### src/rtl/cpu_mon_pkg.sv
// rtl/cpu_mon_pkg.sv - shared types and defaults for the run controller / trace monitor
package cpu_mon_pkg;

    typedef enum logic [1:0] {
        ST_IDLE  = 2'd0,
        ST_RESET = 2'd1,
        ST_RUN   = 2'd2,
        ST_DONE  = 2'd3
    } run_state_e;

    typedef enum logic [1:0] {
        STAT_NONE    = 2'd0,
        STAT_HALT    = 2'd1,
        STAT_TIMEOUT = 2'd2,
        STAT_HANG    = 2'd3
    } run_status_e;

    localparam logic [31:0] HALT_PC_DEFAULT = 32'hF000_0000;

endpackage

### src/rtl/trace_ring.sv
// rtl/trace_ring.sv - ring buffer of fetched PC/instruction pairs with a newest-first registered read port
module trace_ring #(
    parameter int XLEN  = 32,
    parameter int DEPTH = 16,
    parameter int TW    = $clog2(DEPTH)
) (
    input  logic            clk,
    input  logic            rst,
    input  logic            clr_i,
    input  logic            wr_en_i,
    input  logic [XLEN-1:0] wr_pc_i,
    input  logic [31:0]     wr_instr_i,
    input  logic [TW-1:0]   rd_idx_i,
    output logic [XLEN-1:0] rd_pc_o,
    output logic [31:0]     rd_instr_o,
    output logic [TW:0]     count_o
);

    logic [XLEN+31:0] mem [DEPTH];
    logic [TW-1:0]    wr_ptr_q;
    logic [TW:0]      count_q;
    logic [TW-1:0]    rd_addr;
    logic [XLEN-1:0]  rd_pc_q;
    logic [31:0]      rd_instr_q;

    // Storage carries no reset so it can map onto plain RAM.
    always_ff @(posedge clk) begin
        if (wr_en_i) begin
            mem[wr_ptr_q] <= {wr_pc_i, wr_instr_i};
        end
    end

    // Address arithmetic wraps naturally at TW bits; reads see the pre-write view.
    assign rd_addr = wr_ptr_q - TW'(1) - rd_idx_i;

    always_ff @(posedge clk or posedge rst) begin
        if (rst) begin
            wr_ptr_q   <= '0;
            count_q    <= '0;
            rd_pc_q    <= '0;
            rd_instr_q <= '0;
        end else begin
            {rd_pc_q, rd_instr_q} <= mem[rd_addr];
            if (clr_i) begin
                wr_ptr_q <= '0;
                count_q  <= '0;
            end else if (wr_en_i) begin
                wr_ptr_q <= wr_ptr_q + TW'(1);
                if (count_q != (TW+1)'(DEPTH)) begin
                    count_q <= count_q + (TW+1)'(1);
                end
            end
        end
    end

    assign rd_pc_o    = rd_pc_q;
    assign rd_instr_o = rd_instr_q;
    assign count_o    = count_q;

endmodule

### src/rtl/cpu_run_monitor.sv
// rtl/cpu_run_monitor.sv - core reset sequencer, run-cycle counter and end-of-run detector
module cpu_run_monitor
    import cpu_mon_pkg::*;
#(
    parameter int              XLEN        = 32,
    parameter logic [XLEN-1:0] HALT_PC     = XLEN'(HALT_PC_DEFAULT),
    parameter int              MAX_CYCLES  = 1000,
    parameter int              STALL_LIMIT = 64,
    parameter int              RST_CYCLES  = 2,
    parameter int              TRACE_DEPTH = 16,
    parameter int              TW          = $clog2(TRACE_DEPTH)
) (
    input  logic            clk,
    input  logic            rst,
    input  logic            start,
    input  logic [XLEN-1:0] pc,
    input  logic [31:0]     instr,
    input  logic            pc_valid,
    output logic            cpu_rstn,
    output logic            running,
    output logic            done,
    output logic [1:0]      status,
    output logic [31:0]     cycle_count,
    output logic [TW:0]     trace_count,
    input  logic [TW-1:0]   trace_rd_idx,
    output logic [XLEN-1:0] trace_rd_pc,
    output logic [31:0]     trace_rd_instr
);

    localparam int RCW = $clog2(RST_CYCLES + 1);

    run_state_e      state_q, state_d;
    run_status_e     status_q, status_d;
    logic [RCW-1:0]  rcnt_q, rcnt_d;
    logic [31:0]     cycle_q, cycle_d, cycle_inc;
    logic [31:0]     stall_q, stall_d;
    logic [XLEN-1:0] last_pc_q, last_pc_d;
    logic            last_vld_q, last_vld_d;
    logic            cpu_rstn_q, running_q, done_q;
    logic            trace_clr, trace_wr;
    logic            pc_repeat, end_halt, end_timeout, end_hang;

    always_comb begin
        state_d    = state_q;
        status_d   = status_q;
        rcnt_d     = rcnt_q;
        cycle_d    = cycle_q;
        stall_d    = stall_q;
        last_pc_d  = last_pc_q;
        last_vld_d = last_vld_q;
        trace_clr  = 1'b0;
        trace_wr   = 1'b0;

        cycle_inc   = cycle_q + 32'd1;
        // The first valid PC of a run has nothing to repeat, whatever its value.
        pc_repeat   = pc_valid && last_vld_q && (pc == last_pc_q);
        end_halt    = pc_valid && (pc == HALT_PC);
        end_timeout = (cycle_inc == 32'(MAX_CYCLES));
        end_hang    = pc_repeat && ((stall_q + 32'd1) == 32'(STALL_LIMIT));

        case (state_q)
            ST_IDLE, ST_DONE: begin
                if (start) begin
                    state_d    = ST_RESET;
                    status_d   = STAT_NONE;
                    rcnt_d     = '0;
                    cycle_d    = '0;
                    stall_d    = '0;
                    last_vld_d = 1'b0;
                    trace_clr  = 1'b1;
                end
            end
            ST_RESET: begin
                if (rcnt_q == RCW'(RST_CYCLES - 1)) begin
                    state_d = ST_RUN;
                end else begin
                    rcnt_d = rcnt_q + RCW'(1);
                end
            end
            ST_RUN: begin
                cycle_d  = cycle_inc;
                trace_wr = pc_valid;
                if (pc_repeat) begin
                    stall_d = stall_q + 32'd1;
                end else if (pc_valid) begin
                    stall_d    = '0;
                    last_pc_d  = pc;
                    last_vld_d = 1'b1;
                end
                if (end_halt) begin
                    status_d = STAT_HALT;
                    state_d  = ST_DONE;
                end else if (end_timeout) begin
                    status_d = STAT_TIMEOUT;
                    state_d  = ST_DONE;
                end else if (end_hang) begin
                    status_d = STAT_HANG;
                    state_d  = ST_DONE;
                end
            end
            default: state_d = ST_IDLE;
        endcase
    end

    always_ff @(posedge clk or posedge rst) begin
        if (rst) begin
            state_q    <= ST_IDLE;
            status_q   <= STAT_NONE;
            rcnt_q     <= '0;
            cycle_q    <= '0;
            stall_q    <= '0;
            last_pc_q  <= '0;
            last_vld_q <= 1'b0;
            cpu_rstn_q <= 1'b0;
            running_q  <= 1'b0;
            done_q     <= 1'b0;
        end else begin
            state_q    <= state_d;
            status_q   <= status_d;
            rcnt_q     <= rcnt_d;
            cycle_q    <= cycle_d;
            stall_q    <= stall_d;
            last_pc_q  <= last_pc_d;
            last_vld_q <= last_vld_d;
            cpu_rstn_q <= (state_d == ST_RUN);
            running_q  <= (state_d == ST_RUN);
            done_q     <= (state_d == ST_DONE);
        end
    end

    trace_ring #(
        .XLEN  (XLEN),
        .DEPTH (TRACE_DEPTH),
        .TW    (TW)
    ) u_trace (
        .clk        (clk),
        .rst        (rst),
        .clr_i      (trace_clr),
        .wr_en_i    (trace_wr),
        .wr_pc_i    (pc),
        .wr_instr_i (instr),
        .rd_idx_i   (trace_rd_idx),
        .rd_pc_o    (trace_rd_pc),
        .rd_instr_o (trace_rd_instr),
        .count_o    (trace_count)
    );

    assign cpu_rstn    = cpu_rstn_q;
    assign running     = running_q;
    assign done        = done_q;
    assign status      = status_q;
    assign cycle_count = cycle_q;

endmodule

### config.mk
export PLATFORM = sky130hd
export DESIGN_NAME = cpu_run_monitor
export DESIGN_NICKNAME = d
export VERILOG_FILES = /design/src/rtl/cpu_mon_pkg.sv /design/src/rtl/trace_ring.sv /design/src/rtl/cpu_run_monitor.sv
export SDC_FILE = /design/constraint.sdc
export NUM_CORES = 1
export LEC_CHECK = 0
export BUFFER_PORTS_ARGS = -buffer_cell sky130_fd_sc_hd__buf_2
export CAP_MARGIN = 20
export CORE_ASPECT_RATIO = 1.75
export CORE_MARGIN = 10
export CORE_UTILIZATION = 45
export DETAILED_ROUTE_END_ITERATION = 7
export SETUP_SLACK_MARGIN = 0.15
export SYNTH_ARGS = -nofsm -noshare
export SYNTH_HDL_FRONTEND = slang
export SYNTH_HIERARCHICAL = 1
export SYNTH_SLANG_ARGS = --single-unit
### constraint.sdc
create_clock -name clk -period 4.6 [get_ports clk]
set_clock_uncertainty 0.1 [all_clocks]
set_input_delay 0.23 -clock clk [delete_from_list [all_inputs] [get_ports clk]]
set_output_delay 0.23 -clock clk [all_outputs]
set_load 0.05 [all_outputs]
# ---- Word-level counts from Yosys, hierarchy flattened
# Memory sizes are Yosys's and may differ from the RTL's. A register that Yosys moved wholly into a read port is not among the register bits.
# Cells that the tools add are included.
dict set report op_classes {
  addsub 7
  n_eq_ne 17
  muxes 32
  bitwise_logic 1
  reduce_logical 17
}
# cell count
set op_table {}
lappend op_table {{$pmux 32 s2} 2}
lappend op_table {{$mux 32} 3}
lappend op_table {{$add 32x1->32 const B} 2}
lappend op_table {{$eq 32x10->1 const B} 1}
lappend op_table {{$eq 32x32->1} 1}
lappend op_table {{$eq 32x32->1 const B} 1}
lappend op_table {{$eq 32x7->1 const B} 1}
lappend op_table {{$mux 2} 10}
lappend op_table {{$mux 5} 3}
lappend op_table {{$reduce_and 3->1} 4}
lappend op_table {{$eq 2x2->1 const B} 4}
lappend op_table {{$mux 1} 8}
lappend op_table {{$mux 4} 2}
lappend op_table {{$ne 2x2->1 const B} 4}
lappend op_table {{$pmux 2 s2} 2}
lappend op_table {{$reduce_bool 2->1} 4}
lappend op_table {{$pmux 2 s3} 1}
lappend op_table {{$add 5x1->5 const B} 1}
lappend op_table {{$ne 5x5->1 const B} 1}
lappend op_table {{$add 4x1->4 const B} 1}
lappend op_table {{$eq 2x1->1 const B} 2}
lappend op_table {{$logic_and 1x1->1} 4}
lappend op_table {{$ne 4x4->1 const B} 1}
lappend op_table {{$reduce_and 2->1} 2}
lappend op_table {{other kinds (9)} 9}
dict set report totals {
  regBits 114
  ram_bits 1024
  inputBits 72
  out_inout_bits 106
  elab_cells 86
  mem_count 1
}
# memory words width rd rd_clocked_by_memory_dff write_ports line_no
set mem_list {}
lappend mem_list {u_trace.mem 16 64 1 1 1 trace_ring.sv:19} ;# logic [XLEN+31:0] mem [DEPTH];

# ---- Longest topological paths before layout
# Gate-level depths: netlist (run 1).
dict set report logic_depth {
  depth_word 8
  depth_mapped 10
  ltp_nobuf 8
}

# ---- Modules after synthesis
# The synthesis (run 1) kept the hierarchy.
# mod instances cells_per_inst area_each_um2
set by_module_without_submodules {}
lappend by_module_without_submodules {trace_ring 1 1938 41944.0}
lappend by_module_without_submodules {cpu_run_monitor 1 809 7028.0}

# ---- Least setup slack after synthesis (run 1)
# Ideal clock, no wire load.
dict set report synth_path {
  path_kind {flip-flop to flip-flop}
  from {reg state_q[0]}
  to {mem u_trace/mem[0][0] in the netlist's numbering, enable pin}
  t_arrival_ps 3034
  t_required_ps 4071
  path_slack_ps 1037
  path_stages_with_launch 9
  path_buffers 1
  path_cell_list {dfrtp_1 inv_1 ha_1 nand2_1 inv_1 clkbuf_1 inv_1 nor3_1 and2_1}
}
dict set report synth_between {
  elab_chain_cells 4
}
# element line_no
set synth_lines {}
lappend synth_lines {{start: declaration} cpu_run_monitor.sv:32} ;# run_state_e state_q, state_d;
lappend synth_lines {{start signal: assignment} cpu_run_monitor.sv:118} ;# state_q <= state_d;
lappend synth_lines {{$eq 2x2->1} cpu_run_monitor.sv:61} ;# case (state_q)
lappend synth_lines {{$mux 1} cpu_run_monitor.sv:61}
lappend synth_lines {{net trace_wr} cpu_run_monitor.sv:40} ;# logic trace_clr, trace_wr;
lappend synth_lines {{$mux 1} trace_ring.sv:28} ;# if (wr_en_i) begin
lappend synth_lines {{$mux 1 (implied by the code)} trace_ring.sv:29} ;# mem[wr_ptr_q] <= {wr_pc_i, wr_instr_i};
lappend synth_lines {{end: declaration} trace_ring.sv:19}
# The timed path passes the listed nets, and every way through them passes these cells.

# ---- Worst setup path in the final report (run 1)
dict set report layout_path {
  from {reg state_q[0]}
  to {mem u_trace/mem[1][0] in the netlist's numbering, enable pin}
}
# Same word-level chain as after synthesis.

==> results.md, run 1 <==
* Worst r2r src: state_q[0]
* Power Total at between 30 and 40 mW
* Crit path max-delay cell type: and2_4
* Status: complete, no violations
* Starting density of the core at 0.452
* DP HPWL at around 74,000 um
* Post-CTS sizing at 0
* CTS tree: built
* Count leader, synth: edfxtp_1
* Yosys Warn Count at 6
* Syn_nets at about 2,800
* Slew HR at 0.339
* I/O Buffers at 177
* Post-synth EDFFs at between 1,000 and 1,500
* Number of vias per cell at 5.94
* Top FF cell, synth: edfxtp_1
* Worst min path class: in2async
* Htree depth at 3
* Leakage at ~19 nW
* Final setup fails at 0
* Clk sinks at 1,202
* Mapped Area at a little under 50,000 um2
* # rows at between 150 and 200
* DRT antenna net count at 0
* DR iter-0 viols at roughly 2,200
* Crit start category: flop
* GRT Util Overall at 0.199
* Setup_tns at 0 ns
* Reg clk slew, reported paths at about 0.070 ns
* Pins Over Slew Limit at 0
* Seq cells post-synth at around 1,200
* R2R setup slack at ~0.9 ns
* Layout area overhead at 13.8%
* Vias at 26,900
* First-pass detailed-route iteration total at 6
* CP arrival at 3.98 ns
* Clk_lat worst skew at roughly 0.72 ns
* CP endpoint kind: flop
* Crit path time final at about 3.7 ns
* Die Footprint at roughly 120,000 um2
* Post-synth ARST share at 0.148
* Sequential area share after synthesis at 0.719
* Syn_area_per_cell at 17.8 um2
* Worst r2r path cells at 8
* GRT overflow at 0
* Total Wirelength at ~120,000 um
* Clock root cell: clkbuf_16
* Achievable frequency at 271 MHz
* Slew @ Worst Pin at roughly 1 ns
* Die W at between 200 and 300 um
* Crit Path Class: reg2reg
* Reg-to-Reg End: u_trace/mem[1][0]
* Share of the synthesized area in the top cell type at 0.628
* DRC viols at 0
* Vias in the first global route at 28,300
* First-pass GRT wire length at 185,000 um
* Req. time, crit path at approximately 4.9 ns
* Final period utilization at 0.801
* Number of nets in the layout at roughly 3,100
* Initial antenna violation count at 1
* Io pins at 178
* Layout cells sized above 1 at 0.235
* Avg WL per Cell at roughly 27 um
* Post-synth top cells: edfxtp_1 (1,024), nand2_1 (289), mux4_2 (234), dfrtp_1 (178), o211ai_1 (130)
* Max Buffers Root-to-Sink at 3
* Total CTS buffers at approximately 110
* GPL Wtd Cong at just under 0.9
* Cell mode on critical path: inv_1
* Crit path cell chain: inv_1, ha_1, nand2_1, inv_1, inv_1, nor3_1, and2_4, buf_4
* Pwr dens at about 630 nW/um2
* Die height at approximately 460 um
* Synth Instances at 2,747
* Final hold vios at 0
* Worst-path fanout max at 39
* Area leader, netlist: edfxtp_1
* # Max-Cap Violations at 0
* Post-synthesis cell type count at between 70 and 80
* CP peak stage delay at 0.67 ns
* Unrepaired setup endpoints after global routing: false
* Area contributors post-synth: edfxtp_1 (63%), mux4_2 (11%), dfrtp_1 (9.1%), nand2_1 (2.2%), o211ai_1 (2.0%)
* VDD IR max at 646 uV
* Post-CTS Setup Bufs at 0
* Post-CTS Hold Fix Bufs at 67
* Largest net degree at the start of global routing at 129
* Core footprint at about 110,000 um2
[critical path: cells and delay by family, from the launching register on]
family        cells  cell delay, ns
simple gates      3            1.36
flops             1            0.42
buf+inv           4            1.00
fa+ha+maj         1            0.47
[registers in the layout (all words and copies together), names as in the netlist]
signal	flops
running	1
state_q	2
rcnt_q	2
cycle_count	32
u_trace/count_o	5
u_trace/mem	1024
u_trace/rd_pc_o	32
stall_q	32
u_trace/wr_ptr_q	4
status	2
done	1
u_trace/rd_instr_o	32
last_vld_q	1
last_pc_q	32
[layout make-up]
type | count | area (um2)
timing repair buffer | 308 | 2330
sequential | 1202 | 35200
fill | 8726 | 52600
inverter | 23 | 91.3
multi-input combinational | 1341 | 12800
clock buffer | 132 | 2810
clock inverter | 66 | 716
antenna | 1 | 2.50
tap | 1458 | 1820
[metal layers]
layer | track usage | part of all wire | vias up | routed length [um]
li1 | - | - | 11500 | -
met1 | 0.235 | 0.37 | 14300 | 46000
met2 | 0.365 | 0.54 | 938 | 67300
met3 | 0.0291 | 0.052 | 211 | 6450
met5 | 0 | 0 | - | 0
met4 | 0.0708 | 0.031 | 0 | 3880
[kinds of logic (layout without fill, tap and decap cells)]
group / count (synthesis) / after routing / share of synthesized area
buf+inv: 204 / 529 / 0.0228
fa+ha+maj: 16 / 16 / 0.00424
xor+xnor: 63 / 63 / 0.0113
flops: 1202 / 1202 / 0.719
simple gates: 569 / 569 / 0.0572
compound gates: 398 / 398 / 0.0574
other cells: 0 / 1 / 0
mux: 295 / 295 / 0.128
[power breakdown]
part / switching, mW / internal (mW) / leakage (nW)
Sequential: 0.452 / 13.2 / 11.5
Clock: 3.99 / 5.04 / 1.70
Combinational: 7.74 / 4.78 / 5.50
Total: 12.2 / 23.0 / 18.7
[how the worst max path moves through the flow]
stage | start | to | slack (ns) | cells past startpoint
detailed placement | state_q[0] | u_trace/mem[1][9] | 0.93 | 8
finish | state_q[0] | u_trace/mem[1][0] | 0.91 | 8
floorplan | state_q[0] | u_trace/mem[0][0] | 1.04 | 8
global route | state_q[0] | u_trace/mem[1][2] | 0.65 | 8
CTS | state_q[0] | u_trace/mem[1][0] | 0.93 | 8
global placement | state_q[0] | u_trace/mem[1][3] | 0.99 | 8
[stage by stage]
stage	hold slack, ns	cells	setup WS [ns]	instance area, um2	util
floorplan	0.229	2747	1.04	49000	-
global placement	0.345	4264	0.991	51500	0.476
detailed placement	0.336	4264	0.933	51500	0.476
CTS	0.104	4529	0.927	55700	0.514
global route	0.161	4531	0.647	55700	0.515
finish	0.123	4531	0.915	55700	0.515
[cell usage in the layout (no fill, tap or decap), types with 17 or more instances in the layout]
cell and instances:
nor3_1 30, dfrtp_1 178, clkbuf_1 21, mux2_2 34
clkinv_2 19, nor2_1 42, a211o_1 64, o211ai_1 130
nand4_1 28, buf_12 22, clkbuf_16 107, buf_4 41
nor4_1 27, xor2_1 40, edfxtp_1 1024, o31ai_1 26
o21ai_0 96, mux4_2 234, nand2_1 289, dlygate4sd3_1 67
nand3_1 35, a21oi_1 28, buf_2 177, and4_1 17
mux4_1 22, xnor2_1 21, inv_1 21
(Power assumes the default switching activity.)
==> run 2: changes to the inputs <==
clock period = 3.7 ns   (was 4.6 ns; I/O delays follow)
==> results.md, run 2 (same netlist as run 1, synthesis figures left out) <==
* VDD IR max at 795 uV (+23%)
* Achievable frequency at 309 MHz (+14%)
* DR iter-0 viols at 2,116 (-5.2%)
* Crit-path leading delay family: simple AND/OR/NAND/NOR gates
* Slew @ Worst Pin at 1.10 ns (+0.108 ns)
* Crit path cell chain: ha_1, nand3_1, nor4_4, nand3_1, a211oi_1, o211ai_1, nor4_1, buf_4, a211oi_2
* # Max-Cap Violations at 0 (unchanged)
* Clock root cell: clkbuf_16
* Core footprint at 108,000 um2 (unchanged)
* CP bufs+invs at 1 (-3)
* Largest register by flop count: u_trace/mem
* # rows at 160 (unchanged)
* CTS tree: built
* Pwr dens at 780 nW/um2 (+24%)
* GRT overflow at 0 (unchanged)
* Layout cells sized above 1 at 0.243 (+0.00798)
* Die height at 456 um (unchanged)
* Clk sinks at 1,202 (unchanged)
* Number of vias per cell at 5.91 (-0.47%)
* Die Footprint at 123,000 um2 (unchanged)
* Min Hold Slack at 0.146 ns (+0.0228 ns)
* Layout area overhead at 14.9%
* Setup_tns at 0 ns (unchanged)
* Crit path time final at 3.24 ns (-0.447 ns)
* Leakage at 18.9 nW (+1.3%)
* Final hold vios at 0 (unchanged)
* Worst-path fanout max at 7 (-82%)
* Final period utilization at 0.875 (+0.0742)
* DRT antenna net count at 0 (unchanged)
* Unrepaired setup endpoints after global routing: false
* Worst min path class: in2async
* GPL Wtd Cong at 0.901 (+0.77%)
* Final setup fails at 0 (unchanged)
* Die W at 269 um (unchanged)
* First-pass detailed-route iteration total at 5 (-1)
* Starting density of the core at 0.452 (unchanged)
* DRC viols at 0 (unchanged)
* Avg WL per Cell at 27.2 um (-0.29%)
* Vias in the first global route at 28,500 (+0.89%)
* Crit Path Class: reg2reg
* DP HPWL at 72,800 um (-1.4%)
* Max reg flops at 1,024 (unchanged)
* Total Wirelength at 124,000 um (+0.54%)
* First-pass GRT wire length at 187,000 um (+0.85%)
* Req. time, crit path at 4.20 ns (-0.70 ns)
* Crit start category: flop
* I/O Buffers at 177 (unchanged)
* Initial antenna violation count at 2 (+1)
* Most frequent cells in the layout: edfxtp_1 (1,024), nand2_1 (289), mux4_2 (234)
* Vias at 27,000 (+0.36%)
* Total CTS buffers at 105 (unchanged)
* Cell mode on critical path: nand3_1
* CP arrival at 3.74 ns (-0.24 ns)
* Largest net degree at the start of global routing at 129 (unchanged)
* Status: complete, no violations
* Most common cell after layout, fill and taps aside: edfxtp_1
* CP peak stage delay at 0.55 ns (-0.12 ns)
* CP endpoint kind: flop
* Number of nets in the layout at 3,106 (+1.2%)
* Slew HR at 0.267 (-0.0719)
* GRT Util Overall at 0.201 (+0.00212)
* Crit path max-delay cell type: nor4_1
* Htree depth at 3 (unchanged)
* Clk_lat worst skew at 0.72 ns (about the same)
* Io pins at 178 (unchanged)
* Reg clk slew, reported paths at 0.07 ns (about the same)
* Pins Over Slew Limit at 0 (unchanged)
* Max Buffers Root-to-Sink at 3 (unchanged)
==> run 2: cell count changes in the layout (fill, tap and decap cells not counted), sizes merged <==
cell	change
buf	+37
bufinv	-3
clkbuf	+5
clkinv	-3
clkinvlp	-1
diode	+3
==> run 2: tightest hold or removal path, stage by stage <==
cell           delay [ns]
dlygate4sd3_1        0.53
buf_2                0.17
inv_4                0.61
==> run 2: final timing paths <==
path | start | to | slack, ns | cells after the start
setup / recovery | cycle_count[1] | status[0] | 0.46 | 9
hold / removal | rst | u_trace/rd_pc_o[13] | 0.15 | 3
setup reg to reg | cycle_count[1] | status[0] | 0.46 | 9
hold reg to reg | last_pc_q[31] | last_pc_q[31] | 0.43 | 1
max in group asynchronous | rst | last_pc_q[7] | 2.49 | 4
min in group clk | trace_rd_idx[3] | u_trace/rd_pc_o[14] | 0.17 | 5
==> run 2: final cells by class <==
cell class	count	area, um2
Multi-Input combinational cell	1341	12800
Clock inverter	59	592
Sequential cell	1202	35200
Timing Repair Buffer	345	2940
Antenna cell	4	10.0
Tap cell	1458	1820
Inverter	23	91.3
Fill cell	8670	52000
Clock buffer	137	2850
==> run 2: where the power goes <==
part	total, mW	leakage (nW)	switching (mW)	internal (mW)
logic	15.9	5.78	9.57	6.36
clock network	11.0	1.67	4.94	6.09
registers	16.9	11.5	0.562	16.4
total	43.9	18.9	15.1	28.8
==> run 2: metrics by stage <==
step	area, um2	worst slack, ns	std cells	power, mW	utilization
final	56300	0.461	4569	43.9	0.520
after global placement	52200	0.500	4302	33.1	0.482
after CTS	56300	0.514	4565	44.5	0.520
after floorplan	49000	0.230	2747	28.3	-
after detailed placement	52200	0.533	4302	33.3	0.482
after global routing	56300	0.224	4566	45.9	0.520
==> run 2: repair_timing <==
action                                  CTS  global route
buffers inserted                          0             0
resized for setup                         0             0
endpoints found under the hold margin  1173             0
hold buffers                             67             0
==> run 2: metal layers <==
metal	global-route usage	wire (um)	up-vias
met5	0	0	-
met4	0.0662	3500	0
met3	0.0314	6560	208
met2	0.369	67500	884
met1	0.238	46800	14300
li1	-	-	11600
